**src/rtl/mdio_pkg.sv**
```systemverilog
// Shared constants, frame layout and FSM state type for the Clause-22 MDIO master.
// Macro MDIO_PREAMBLE_EN adds the PREAMBLE state to the state type.
package mdio_pkg;
  localparam logic [1:0] ST_CODE  = 2'b01;
  localparam logic [1:0] OP_WRITE = 2'b01;
  localparam logic [1:0] OP_READ  = 2'b10;

  localparam int FRAME_LEN    = 32;
  localparam int READ_OE_CUT  = 14;
  localparam int READ_DATA_LO = 16;

  typedef struct packed {
    logic [1:0]  st;
    logic [1:0]  op;
    logic [4:0]  phyad;
    logic [4:0]  regad;
    logic [1:0]  ta;
    logic [15:0] wdata;
  } frame_t;

  typedef enum logic [1:0] {
    IDLE,
`ifdef MDIO_PREAMBLE_EN
    PREAMBLE,
`endif
    FRAME,
    DONE
  } state_t;

  function automatic logic cmd_valid(input frame_t cmd);
    return (cmd.st == ST_CODE) && ((cmd.op == OP_WRITE) || (cmd.op == OP_READ));
  endfunction
endpackage

```
**src/rtl/mdio_controller_clkgen.sv**
```systemverilog
// MDC divider: toggles MDC every DIV_HALF clocks and flags the clock edge on which MDC rises or falls.
module mdc_clkgen #(
  parameter int DIV_HALF = 1
) (
  input  logic clk,
  input  logic rst,
  output logic mdc,
  output logic mdc_rise,
  output logic mdc_fall
);
  localparam int CW = (DIV_HALF > 1) ? $clog2(DIV_HALF) : 1;

  logic [CW-1:0] cnt;
  logic          wrap;

  assign wrap     = (cnt == CW'(DIV_HALF - 1));
  // Enables are high in the cycle before the edge, so the FSM acts on the same edge MDC toggles.
  assign mdc_rise = wrap & ~mdc;
  assign mdc_fall = wrap & mdc;

  always_ff @(posedge clk or posedge rst) begin
    if (rst) begin
      cnt <= '0;
      mdc <= 1'b0;
    end else if (wrap) begin
      cnt <= '0;
      mdc <= ~mdc;
    end else begin
      cnt <= cnt + 1'b1;
    end
  end
endmodule

```
**src/rtl/mdio_controller.sv**
```systemverilog
// Clause-22 MDIO master: serialises one 32-bit management frame per command and captures read data.
// Macro MDIO_PREAMBLE_EN prepends PREAMBLE_LEN driven ones to every frame.
module mdio_controller
  import mdio_pkg::*;
#(
`ifdef MDIO_PREAMBLE_EN
  parameter int PREAMBLE_LEN = 32,
`endif
  parameter int DIV_HALF = 1
) (
  input  logic        CLK,
  input  logic        RESET,
  input  logic        MDIO_START,
  input  logic [31:0] T_DATA,
  input  logic        MDIO_IN,
  output logic        MDC,
  output logic        MDIO_OUT,
  output logic        MDIO_OE,
  output logic [15:0] RD_DATA,
  output logic        DATA_RDY,
  output logic        BUSY
);
  localparam logic [4:0] LAST_BIT = 5'(FRAME_LEN - 1);
  localparam logic [4:0] OE_CUT   = 5'(READ_OE_CUT);
  localparam logic [4:0] RD_LO    = 5'(READ_DATA_LO);

  logic        mdc_rise, mdc_fall;
  state_t      state, state_d;
  frame_t      cmd, cmd_d;
  logic [31:0] cmd_bits;
  logic [4:0]  n, n_d, n_nxt;
  logic        active, active_d;
  logic        out_q, out_d, oe_q, oe_d, busy_q, busy_d, rdy_q, rdy_d;
  logic [14:0] shreg, shreg_d;
  logic [15:0] rd_q, rd_d;
  logic        is_read;
`ifdef MDIO_PREAMBLE_EN
  localparam int PW = (PREAMBLE_LEN > 1) ? $clog2(PREAMBLE_LEN) : 1;
  logic [PW-1:0] pre_cnt, pre_d;
`endif

  mdc_clkgen #(.DIV_HALF(DIV_HALF)) u_clkgen (
    .clk     (CLK),
    .rst     (RESET),
    .mdc     (MDC),
    .mdc_rise(mdc_rise),
    .mdc_fall(mdc_fall)
  );

  assign cmd_bits = cmd;
  assign is_read  = (cmd.op == OP_READ);
  // active marks that bit n is already on the bus; the first falling edge drives bit 0.
  assign n_nxt    = active ? n + 5'd1 : 5'd0;

  always_ff @(posedge CLK or posedge RESET) begin
    if (RESET) begin
      state  <= IDLE;
      cmd    <= '0;
      n      <= '0;
      active <= 1'b0;
      out_q  <= 1'b0;
      oe_q   <= 1'b0;
      busy_q <= 1'b0;
      rdy_q  <= 1'b0;
      shreg  <= '0;
      rd_q   <= '0;
`ifdef MDIO_PREAMBLE_EN
      pre_cnt <= '0;
`endif
    end else begin
      state  <= state_d;
      cmd    <= cmd_d;
      n      <= n_d;
      active <= active_d;
      out_q  <= out_d;
      oe_q   <= oe_d;
      busy_q <= busy_d;
      rdy_q  <= rdy_d;
      shreg  <= shreg_d;
      rd_q   <= rd_d;
`ifdef MDIO_PREAMBLE_EN
      pre_cnt <= pre_d;
`endif
    end
  end

  always_comb begin
    state_d  = state;
    cmd_d    = cmd;
    n_d      = n;
    active_d = active;
    out_d    = out_q;
    oe_d     = oe_q;
    busy_d   = busy_q;
    rdy_d    = 1'b0;
    shreg_d  = shreg;
    rd_d     = rd_q;
`ifdef MDIO_PREAMBLE_EN
    pre_d    = pre_cnt;
`endif
    unique case (state)
      IDLE: begin
        if (MDIO_START && cmd_valid(frame_t'(T_DATA))) begin
          cmd_d    = frame_t'(T_DATA);
          busy_d   = 1'b1;
          active_d = 1'b0;
          n_d      = '0;
`ifdef MDIO_PREAMBLE_EN
          state_d  = PREAMBLE;
`else
          state_d  = FRAME;
`endif
        end
      end
`ifdef MDIO_PREAMBLE_EN
      PREAMBLE: begin
        if (mdc_fall) begin
          oe_d = 1'b1;
          if (!active) begin
            active_d = 1'b1;
            out_d    = 1'b1;
            pre_d    = '0;
          end else if (pre_cnt == PW'(PREAMBLE_LEN - 1)) begin
            state_d = FRAME;
            n_d     = '0;
            out_d   = cmd_bits[LAST_BIT];
          end else begin
            pre_d = pre_cnt + 1'b1;
          end
        end
      end
`endif
      FRAME: begin
        if (mdc_fall) begin
          active_d = 1'b1;
          n_d      = n_nxt;
          if (is_read && (n_nxt >= OE_CUT)) begin
            oe_d  = 1'b0;
            out_d = 1'b0;
          end else begin
            oe_d  = 1'b1;
            out_d = cmd_bits[LAST_BIT - n_nxt];
          end
        end else if (mdc_rise && active) begin
          if (is_read && (n >= RD_LO)) shreg_d = {shreg[13:0], MDIO_IN};
          if (n == LAST_BIT) begin
            state_d = DONE;
            if (is_read) begin
              rd_d  = {shreg, MDIO_IN};
              rdy_d = 1'b1;
            end
          end
        end
      end
      DONE: begin
        if (mdc_fall) begin
          oe_d     = 1'b0;
          out_d    = 1'b0;
          busy_d   = 1'b0;
          active_d = 1'b0;
          state_d  = IDLE;
        end
      end
      default: state_d = IDLE;
    endcase
  end

  assign MDIO_OUT = out_q;
  assign MDIO_OE  = oe_q;
  assign BUSY     = busy_q;
  assign DATA_RDY = rdy_q;
  assign RD_DATA  = rd_q;
endmodule

```
**config.mk**
```make
export PLATFORM = sky130hd
export DESIGN_NAME = mdio_controller
export DESIGN_NICKNAME = d
export VERILOG_FILES = /design/src/rtl/mdio_pkg.sv /design/src/rtl/mdio_controller_clkgen.sv /design/src/rtl/mdio_controller.sv
export SDC_FILE = /design/constraint.sdc
export NUM_CORES = 1
export LEC_CHECK = 0
export ABC_AREA = 1
export BUFFER_PORTS_ARGS = -buffer_cell sky130_fd_sc_hd__buf_2
export CELL_PAD_IN_SITES_DETAIL_PLACEMENT = 0
export CELL_PAD_IN_SITES_GLOBAL_PLACEMENT = 1
export CORE_MARGIN = 2
export CORE_UTILIZATION = 35
export CTS_BUF_LIST = sky130_fd_sc_hd__clkbuf_2
export DETAILED_ROUTE_END_ITERATION = 10
export PLACE_DENSITY_LB_ADDON = 0.1
export SYNTH_ARGS = -nofsm -noshare
export SYNTH_HDL_FRONTEND = slang
export SYNTH_HIERARCHICAL = 1
export SYNTH_SLANG_ARGS = --single-unit
```
**constraint.sdc**
```tcl
create_clock -name CLK -period 2.9 [get_ports CLK]
set_clock_uncertainty 0.2 [all_clocks]
set_input_delay 0.58 -clock CLK [delete_from_list [all_inputs] [get_ports CLK]]
set_output_delay 0.58 -clock CLK [all_outputs]
set_load 0.01 [all_outputs]
```
==> summary.md, run 1 <==
| Metric | Value |
|---|---|
| CP top delay family | simple AND/OR/NAND/NOR gates |
| DP HPWL | 5.052 mm |
| Synth top cells by count | nand2_1 (166), dfrtp_1 (76), nand3_1 (39) |
| Cell count after synthesis | 408 |
| Die Width | 102.9 µm |
| Fin. max-slew vios | 0 |
| ANT nets after route | 0 |
| Worst setup path class | flop to flop |
| DIE AREA | 0.01059 mm² |
| Critical path, cell by cell | ha_1 > nand2_1 > nor2_1 > ha_1 > nor3b_2 > nand2_1 > nor2_4 > inv_2 > nand2_1 > o21ai_2 |
| Final nets | 512 |
| Post-Layout Cell Count | 612 |
| Status | complete, no violations |
| Worst hold-check path type | input port to flop |
| PortBufs | 56 |
| Routed len/inst | 11.89 µm |
| Area grow syn2layout | 18.60% |
| Crit path max-delay cell type | inv_2 |
| Area of the core | 0.009639 mm² |
| Largest net degree at the start of global routing | 34 |
| Fin crit share | 77.53% |
| Clk Latency, worst-skew pair | 0.53 ns |
| Yosys reg bits | 76 |
| Initial core utilization | 35.53% |
| Fin crit period | 2.249 ns |
| Worst path arrival time | 2.49 ns |
| Worst hold slack | 0.03981 ns |
| Reg clk slew, reported paths | 0.21 ns |
| Ys async rst share | 100.0% |
| DRC viols | 0 |
| CP Capture Type | flop |
| Clock Sink Count | 76 |
| Max_slew headroom | 56.87% |
| DR vias/cell | 4.456 |
| Share of layout cells above drive strength 1 | 22.55% |
| Final core occ | 42.13% |
| Initial DRT Pass Iterations | 4 |
| Peak VDD IR | 0.0001795 V |
| CP bufs+invs | 1 |
| Final wirelength | 7.278 mm |
| Placed Cells | 587 |
| DRT iter0 DRCs | 124 |
| Row count | 36 |
| Sequential area share after synthesis | 55.54% |
| Cell Area, Synth | 0.003425 mm² |
| Final Hold Fails | 0 |
| Max stage delay on crit path | 0.48 ns |
| GRT overflow | 0 |
| Critical Path RT | 3.14 ns |
| Final TNS setup | 0 ns |
| Clk root buf | clkbuf_2 |
| # Max-Cap Violations | 0 |
| CTS tree | yes |
| Setup Viol. Count Final | 0 |
| Crit path max fanout | 31 |
| Largest cells by area after synthesis | dfrtp_1 (56%), nand2_1 (18%), nand3_1 (5.7%) |
| Max Root-Sink Buffers | 2 |
| Top Ports | 57 |
| Unrepaired setup endpoints after global routing | false |
| Vias | 2727 |
| Syn nets | 446 |
| FMAX | 0.4447 GHz |
| Placed instance area | 0.003836 mm² |
| Biggest area consumer among synthesized cells | dfrtp_1 |
| Routability congestion estimate | 0.7657 |
| Worst-margin pin slew | 0.6460 ns |
| Startpoint Class | flop |
| Synth top area share | 55.54% |
| CTS Buf Count | 9 |
| Crit path top cell by count | nand2_1 |
| First-pass GRT wire length | 12.57 mm |
| Antenna Cells | 0 |
| Syn avg cell area | 8.393 µm² |
| Initial antenna violation count | 0 |
| Die height | 102.9 µm |
| LEAKAGE | 2.272 nW |
| Design Area, Final | 0.004061 mm² |
| EDFF count, synth | 0 |
| Netlist cell types | 25 |
| Synth Warn # | 6 |
| Overall routing resource usage | 15.24% |
| Synth Flop Type | dfrtp_1 |
| Fillcell total | 1044 |
| Htree depth | 3 |
| Vias in the first global route | 2651 |
| Cell Pwr Density | 443.7 mW/mm² |
| Most common cell in the netlist | nand2_1 |
-- power breakdown --
group / switching (mW) / leakage, nW / total (mW) / internal [mW]
combinational: 0.0370 / 1.20 / 0.0692 / 0.0322
sequential: 0.00325 / 0.996 / 1.07 / 1.07
clock: 0.380 / 0.0797 / 0.662 / 0.282
total: 0.420 / 2.27 / 1.80 / 1.38
-- kinds of logic (layout without fill, tap and decap cells) --
family,after synthesis,after routing,synth area share [%]
compound gates,47,47,8.806
buf+inv,53,124,6.869
flops,76,76,55.54
xor+xnor,1,1,0.2558
fa+ha+maj,2,2,0.7306
simple gates,229,229,27.80
-- cell type report --
cell class,count,area [µm²],share of cell area [%]
well taps,133,166.4,4.097
multi-input cells,279,1287,31.70
clock inverters,7,90.09,2.218
repair buffers,72,435.4,10.72
flip-flops and latches,76,1902,46.83
clock buffers,9,45.04,1.109
inverters,36,135.1,3.327
-- registers in the layout, summed over array words and instances, names as in the netlist, 2 cells and up --
register and flops:
cmd 32, RD_DATA 16, shreg 15, n 5, state 2
-- worst reg2reg max path, stage by stage, from the launching register on --
cell	delay (ns)
dfrtp_1	0.44
ha_1	0.22
nand2_1	0.09
nor2_1	0.05
ha_1	0.17
nor3b_2	0.15
nand2_1	0.12
nor2_4	0.05
inv_2	0.48
nand2_1	0.14
o21ai_2	0.08
-- layer usage --
metal | up-vias | wire length (µm) | global-route usage, %
met4 | 0 | 96 | 5.870
met3 | 7 | 316 | 4.000
met1 | 1246 | 3825 | 23.00
met2 | 60 | 3039 | 20.73
met5 | - | 0 | 0
li1 | 1414 | - | -
-- timing repair --
action,in CTS,in global routing
gates resized for setup,0,0
hold endpoints to repair,31,0
hold buffers,9,0
buffers inserted,0,0
-- layout by cell type, fill, tap and decap left out, types with 3 or more instances in the layout --
| cell | count |
|---|---|
| nand2_1 | 166 |
| nand2_2 | 6 |
| clkbuf_2 | 9 |
| o21ai_0 | 20 |
| buf_4 | 6 |
| nor2_2 | 3 |
| nand3_1 | 39 |
| o21ai_2 | 15 |
| buf_2 | 56 |
| a21oi_1 | 8 |
| inv_2 | 3 |
| nor2_1 | 10 |
| inv_1 | 33 |
| dfrtp_1 | 76 |
| dlygate4sd3_1 | 9 |
-- metrics by stage --
stage               power, mW  setup slack [ns]
finish                  1.802            0.6515
global route            1.895            0.3809
CTS                     1.832            0.6031
detailed placement      1.153            0.6272
global placement        1.151            0.6816
floorplan               1.115            0.2100
-- worst paths after layout --
path	startpoint	to	slack, ns	depth (start not counted)
worst max-delay path	n[0]$_DFFE_PP0P_	RD_DATA[7]$_DFFE_PP0P_	0.65	10
worst min-delay path	T_DATA[12]	cmd[12]$_DFFE_PP0P_	0.04	3
worst max register to register	n[0]$_DFFE_PP0P_	RD_DATA[7]$_DFFE_PP0P_	0.65	10
worst min register to register	MDIO_OUT$_DFFE_PP0P_	MDIO_OUT$_DFFE_PP0P_	0.30	2
max in group asynchronous	RESET	cmd[22]$_DFFE_PP0P_	1.36	4
min in group asynchronous	RESET	u_clkgen/mdc$_DFF_PP0_	0.21	3
Note: power is estimated with default switching activity, not from simulation.
==> inputs of run 2 (changes only) <==
--- a/config.mk
+++ b/config.mk
@@ -5,7 +5,7 @@
 export SDC_FILE = /design/constraint.sdc
 export NUM_CORES = 1
 export LEC_CHECK = 0
-export ABC_AREA = 1
+export ABC_AREA = 0
 export BUFFER_PORTS_ARGS = -buffer_cell sky130_fd_sc_hd__buf_2
 export CELL_PAD_IN_SITES_DETAIL_PLACEMENT = 0
 export CELL_PAD_IN_SITES_GLOBAL_PLACEMENT = 1
==> constraint.sdc (replaced) <==
create_clock -name CLK -period 2.05 [get_ports CLK]
set_clock_uncertainty 0.2 [all_clocks]
set_input_delay 0.41 -clock CLK [delete_from_list [all_inputs] [get_ports CLK]]
set_output_delay 0.41 -clock CLK [all_outputs]
set_load 0.01 [all_outputs]
==> run 2 against run 1 <==
Synthesized cell count down 30%. Sequential power is 42% higher. Hold slack better by 0.049 ns. First-iteration DRC count shrank 35%. The flow now finishes with violations (negative setup slack). Largest power group unchanged. Via count fell by 9.6%. Routed wire length is 3.7% higher. Critical endpoint is now MDIO_OUT$_DFFE_PP0P_. Setup slack got worse by 0.87 ns. Utilization is 6.9 points higher. Clock power grew 44%.
==> summary.md, run 2 <==
| Metric | Value |
|---|---|
| Most common cell in the netlist | dfrtp_1 (was nand2_1) |
| # Max-Cap Violations | 0 (unchanged) |
| Sequential share of power | 58.0% (was 59.4%) |
| Cell Area, Synth | 0.003354 mm² (was 0.003425 mm²) |
| Routed len/inst | 14.19 µm (was 11.89 µm) |
| Ys async rst share | 100.0% (unchanged) |
| Unrepaired setup endpoints after global routing | true (was false) |
| Largest cells by area after synthesis | dfrtp_1 (57%), mux2_2 (16%), nand2_1 (6.9%) (was dfrtp_1 (56%), nand2_1 (18%), nand3_1 (5.7%)) |
| Worst hold slack | 0.08912 ns (was 0.03981 ns) |
| Initial DRT Pass Iterations | 4 (unchanged) |
| CTS Buf Count | 9 (unchanged) |
| Clock share of power | 36.3% (was 36.7%) |
| Routability congestion estimate | 0.7413 (was 0.7657) |
| First-pass GRT wire length | 12.05 mm (was 12.57 mm) |
| Crit path max-delay cell type | dfrtp_1 (was inv_2) |
| Row count | 35 (was 36) |
| Netlist cell types | 43 (was 25) |
| CP Capture Type | flop (unchanged) |
| Clk Latency, worst-skew pair | 0.51 ns (was 0.53 ns) |
| Final wirelength | 7.550 mm (was 7.278 mm) |
| Max FFs per register | 32 (unchanged) |
| DRT iter0 DRCs | 80 (was 124) |
| Vias | 2465 (was 2727) |
| Max_slew headroom | 70.34% (was 56.87%) |
| Syn nets | 323 (was 446) |
| Die Width | 101.9 µm (was 102.9 µm) |
| Max stage delay on crit path | 0.46 ns (was 0.48 ns) |
| Combinational power share | 5.6% (was 3.8%) |
| Clk root buf | clkbuf_2 (unchanged) |
| Synth top cells by count | dfrtp_1 (76), nand2_1 (62), mux2_2 (47) (was nand2_1 (166), dfrtp_1 (76), nand3_1 (39)) |
| Initial core utilization | 36.13% (was 35.53%) |
| Overall routing resource usage | 15.17% (was 15.24%) |
| Cell count after synthesis | 285 (was 408) |
| Cell Pwr Density | 577.3 mW/mm² (was 443.7 mW/mm²) |
| Max Root-Sink Buffers | 2 (unchanged) |
| CTS tree | yes (unchanged) |
| ANT nets after route | 0 (unchanged) |
| DP HPWL | 4.774 mm (was 5.052 mm) |
| Final TNS setup | -0.2180 ns (was 0 ns) |
| Fin. max-slew vios | 0 (unchanged) |
| Commonest non-fill, non-tap cells in the layout | dfrtp_1 (76), nand2_1 (62), buf_2 (56) (was nand2_1 (166), dfrtp_1 (76), buf_2 (56)) |
| Share of layout cells above drive strength 1 | 41.94% (was 22.55%) |
| Setup WS pre-CTS | -0.2973 ns (was 0.6272 ns) |
| DR vias/cell | 4.633 (was 4.456) |
| Syn avg cell area | 11.77 µm² (was 8.393 µm²) |
| Top Ports | 57 (unchanged) |
| FMAX | 0.4409 GHz (was 0.4447 GHz) |
| EDFF count, synth | 0 (unchanged) |
| Synth Warn # | 6 (unchanged) |
| GRT overflow | 0 (unchanged) |
| Final worst slack | -0.2180 ns (was 0.6515 ns) |
| Status | complete, but fails checks (was complete, no violations) |
| Fin crit period | 2.268 ns (was 2.249 ns) |
| Clock Sink Count | 76 (unchanged) |
| Worst hold-check path type | input port to async pin (was input port to flop) |
| Peak VDD IR | 0.0003129 V (was 0.0001795 V) |
| Critical Path RT | 2.25 ns (was 3.14 ns) |
| Cell-internal power | 2.012 mW (was 1.382 mW) |
| Violated checks | negative setup slack |
| Biggest register | cmd (unchanged) |
| Htree depth | 3 (unchanged) |
| DIE AREA | 0.01038 mm² (was 0.01059 mm²) |
| PortBufs | 56 (unchanged) |
| Area of the core | 0.009284 mm² (was 0.009639 mm²) |
| Setup Viol. Count Final | 1 (was 0) |
| Final nets | 436 (was 512) |
| Biggest area consumer among synthesized cells | dfrtp_1 (unchanged) |
| Crit path max fanout | 5 (was 31) |
| Synth Flop Type | dfrtp_1 (unchanged) |
| Largest net degree at the start of global routing | 38 (was 34) |
| Worst setup path class | flop to flop (unchanged) |
| Fin crit share | 110.6% (was 77.53%) |
| Worst-margin pin slew | 0.4440 ns (was 0.6460 ns) |
| Startpoint Class | flop (unchanged) |
| Sequential area share after synthesis | 56.70% (was 55.54%) |
| DRC viols | 0 (unchanged) |
| Final Hold Fails | 0 (unchanged) |
| Commonest non-fill, non-tap cell in the layout | dfrtp_1 (was nand2_1) |
| Switching part of the total | 23.36% (was 23.31%) |
| Critical path, cell by cell | ha_4 > buf_4 > nand2b_2 > o2111a_1 > o31ai_2 > nor3_2 > a211o_1 (was ha_1 > nand2_1 > nor2_1 > ha_1 > nor3b_2 > nand2_1 > nor2_4 > inv_2 > nand2_1 > o21ai_2) |
| NetSw | 0.6135 mW (was 0.4200 mW) |
| Yosys reg bits | 76 (unchanged) |
| Antenna Cells | 0 (unchanged) |
| Initial antenna violation count | 0 (unchanged) |
| FF-to-FF path depth | 7 (was 10) |
| Reg clk slew, reported paths | 0.20 ns (was 0.21 ns) |
| Area grow syn2layout | 35.58% (was 18.60%) |
| Vias in the first global route | 2497 (was 2651) |
| LEAKAGE | 2.341 nW (was 2.272 nW) |
| Synth top area share | 56.70% (was 55.54%) |
| Die height | 101.9 µm (was 102.9 µm) |
| Worst path arrival time | 2.47 ns (was 2.49 ns) |
[run 2: changes by cell type after synthesis, sizes merged, moves of 8 or more]
cell	previous run	this run
nand3	39	5
inv	36	8
mux2	0	49
nor2	14	5
nand2	172	62
o21ai	35	5
o22ai	0	8
[run 2: power by group through the flow]
stage	Clock [mW]	Sequential, mW	Combinational, mW
floorplan	0	1.55	0.0432
global placement	0	1.55	0.101
detailed placement	0	1.55	0.103
CTS	0.994	1.52	0.147
global route	1.06	1.53	0.165
finish	0.954	1.52	0.148
[run 2: cell families after synthesis]
group / synth area share [%]
simple gates: 12.12
flops: 56.70
mux: 18.43
compound gates: 7.348
buf+inv: 3.879
xor+xnor: 0.7834
fa+ha+maj: 0.7459
[run 2: layer usage]
metal,vias up,track usage [%],part of all wire (%)
li1,1208,-,-
met1,1210,21.18,51
met2,41,22.72,45
met3,6,4.172,3.3
met4,0,5.538,1.0
met5,-,0,0
[run 2: area by class of cell]
cell class / instances / area, µm²
fillers: 915 / 4736
flip-flops and latches: 76 / 1902
multi-input cells: 185 / 1390
repair buffers: 118 / 924.6
well taps: 129 / 161.4
clock inverters: 6 / 86.33
clock buffers: 10 / 50.05
inverters: 8 / 33.78
[run 2: timing repair]
action / 4_1_cts / 5_1_grt
hold buffers: 31 / 0
endpoints found under the hold margin: 94 / 0
cloned: 0 / 2
resized for setup: 2 / 16
setup endpoints to repair: 1 / 8
pin swaps: 0 / 8
setup buffers: 0 / 5
[run 2: per-stage QoR]
stage	instances	area, µm²	utilization (%)	total power, mW
after detailed placement	478	3923	42.25	1.652
after global placement	478	3923	42.25	1.651
after global routing	532	4548	48.99	2.751
after floorplan	285	3376	-	1.589
final	532	4548	48.99	2.626
after CTS	525	4382	47.20	2.666
[run 2: path summary, 6_finish.rpt]
path                                      from                endpoint  slack (ns)
max                           n[0]$_DFFE_PP0P_    MDIO_OUT$_DFFE_PP0P_       -0.22
min                                      RESET  u_clkgen/mdc$_DFF_PP0_        0.09
max reg2reg                   n[0]$_DFFE_PP0P_    MDIO_OUT$_DFFE_PP0P_       -0.22
min reg2reg                MDIO_OE$_DFFE_PP0P_     MDIO_OE$_DFFE_PP0P_        0.29
max in group asynchronous                RESET    shreg[8]$_DFFE_PP0P_        0.92
min in group CLK                    T_DATA[31]    state[0]$_DFFE_PP0P_        0.11
[run 2: worst max-delay path, delay by kind of cell, from the launching register on]
family	cells	cell delay (ns)
buffers and inverters	1	0.14
flip-flops	1	0.46
AND/OR/NAND/NOR	2	0.27
adder cells (fa/ha/maj)	1	0.28
AO/OA/AOI/OAI	3	0.80
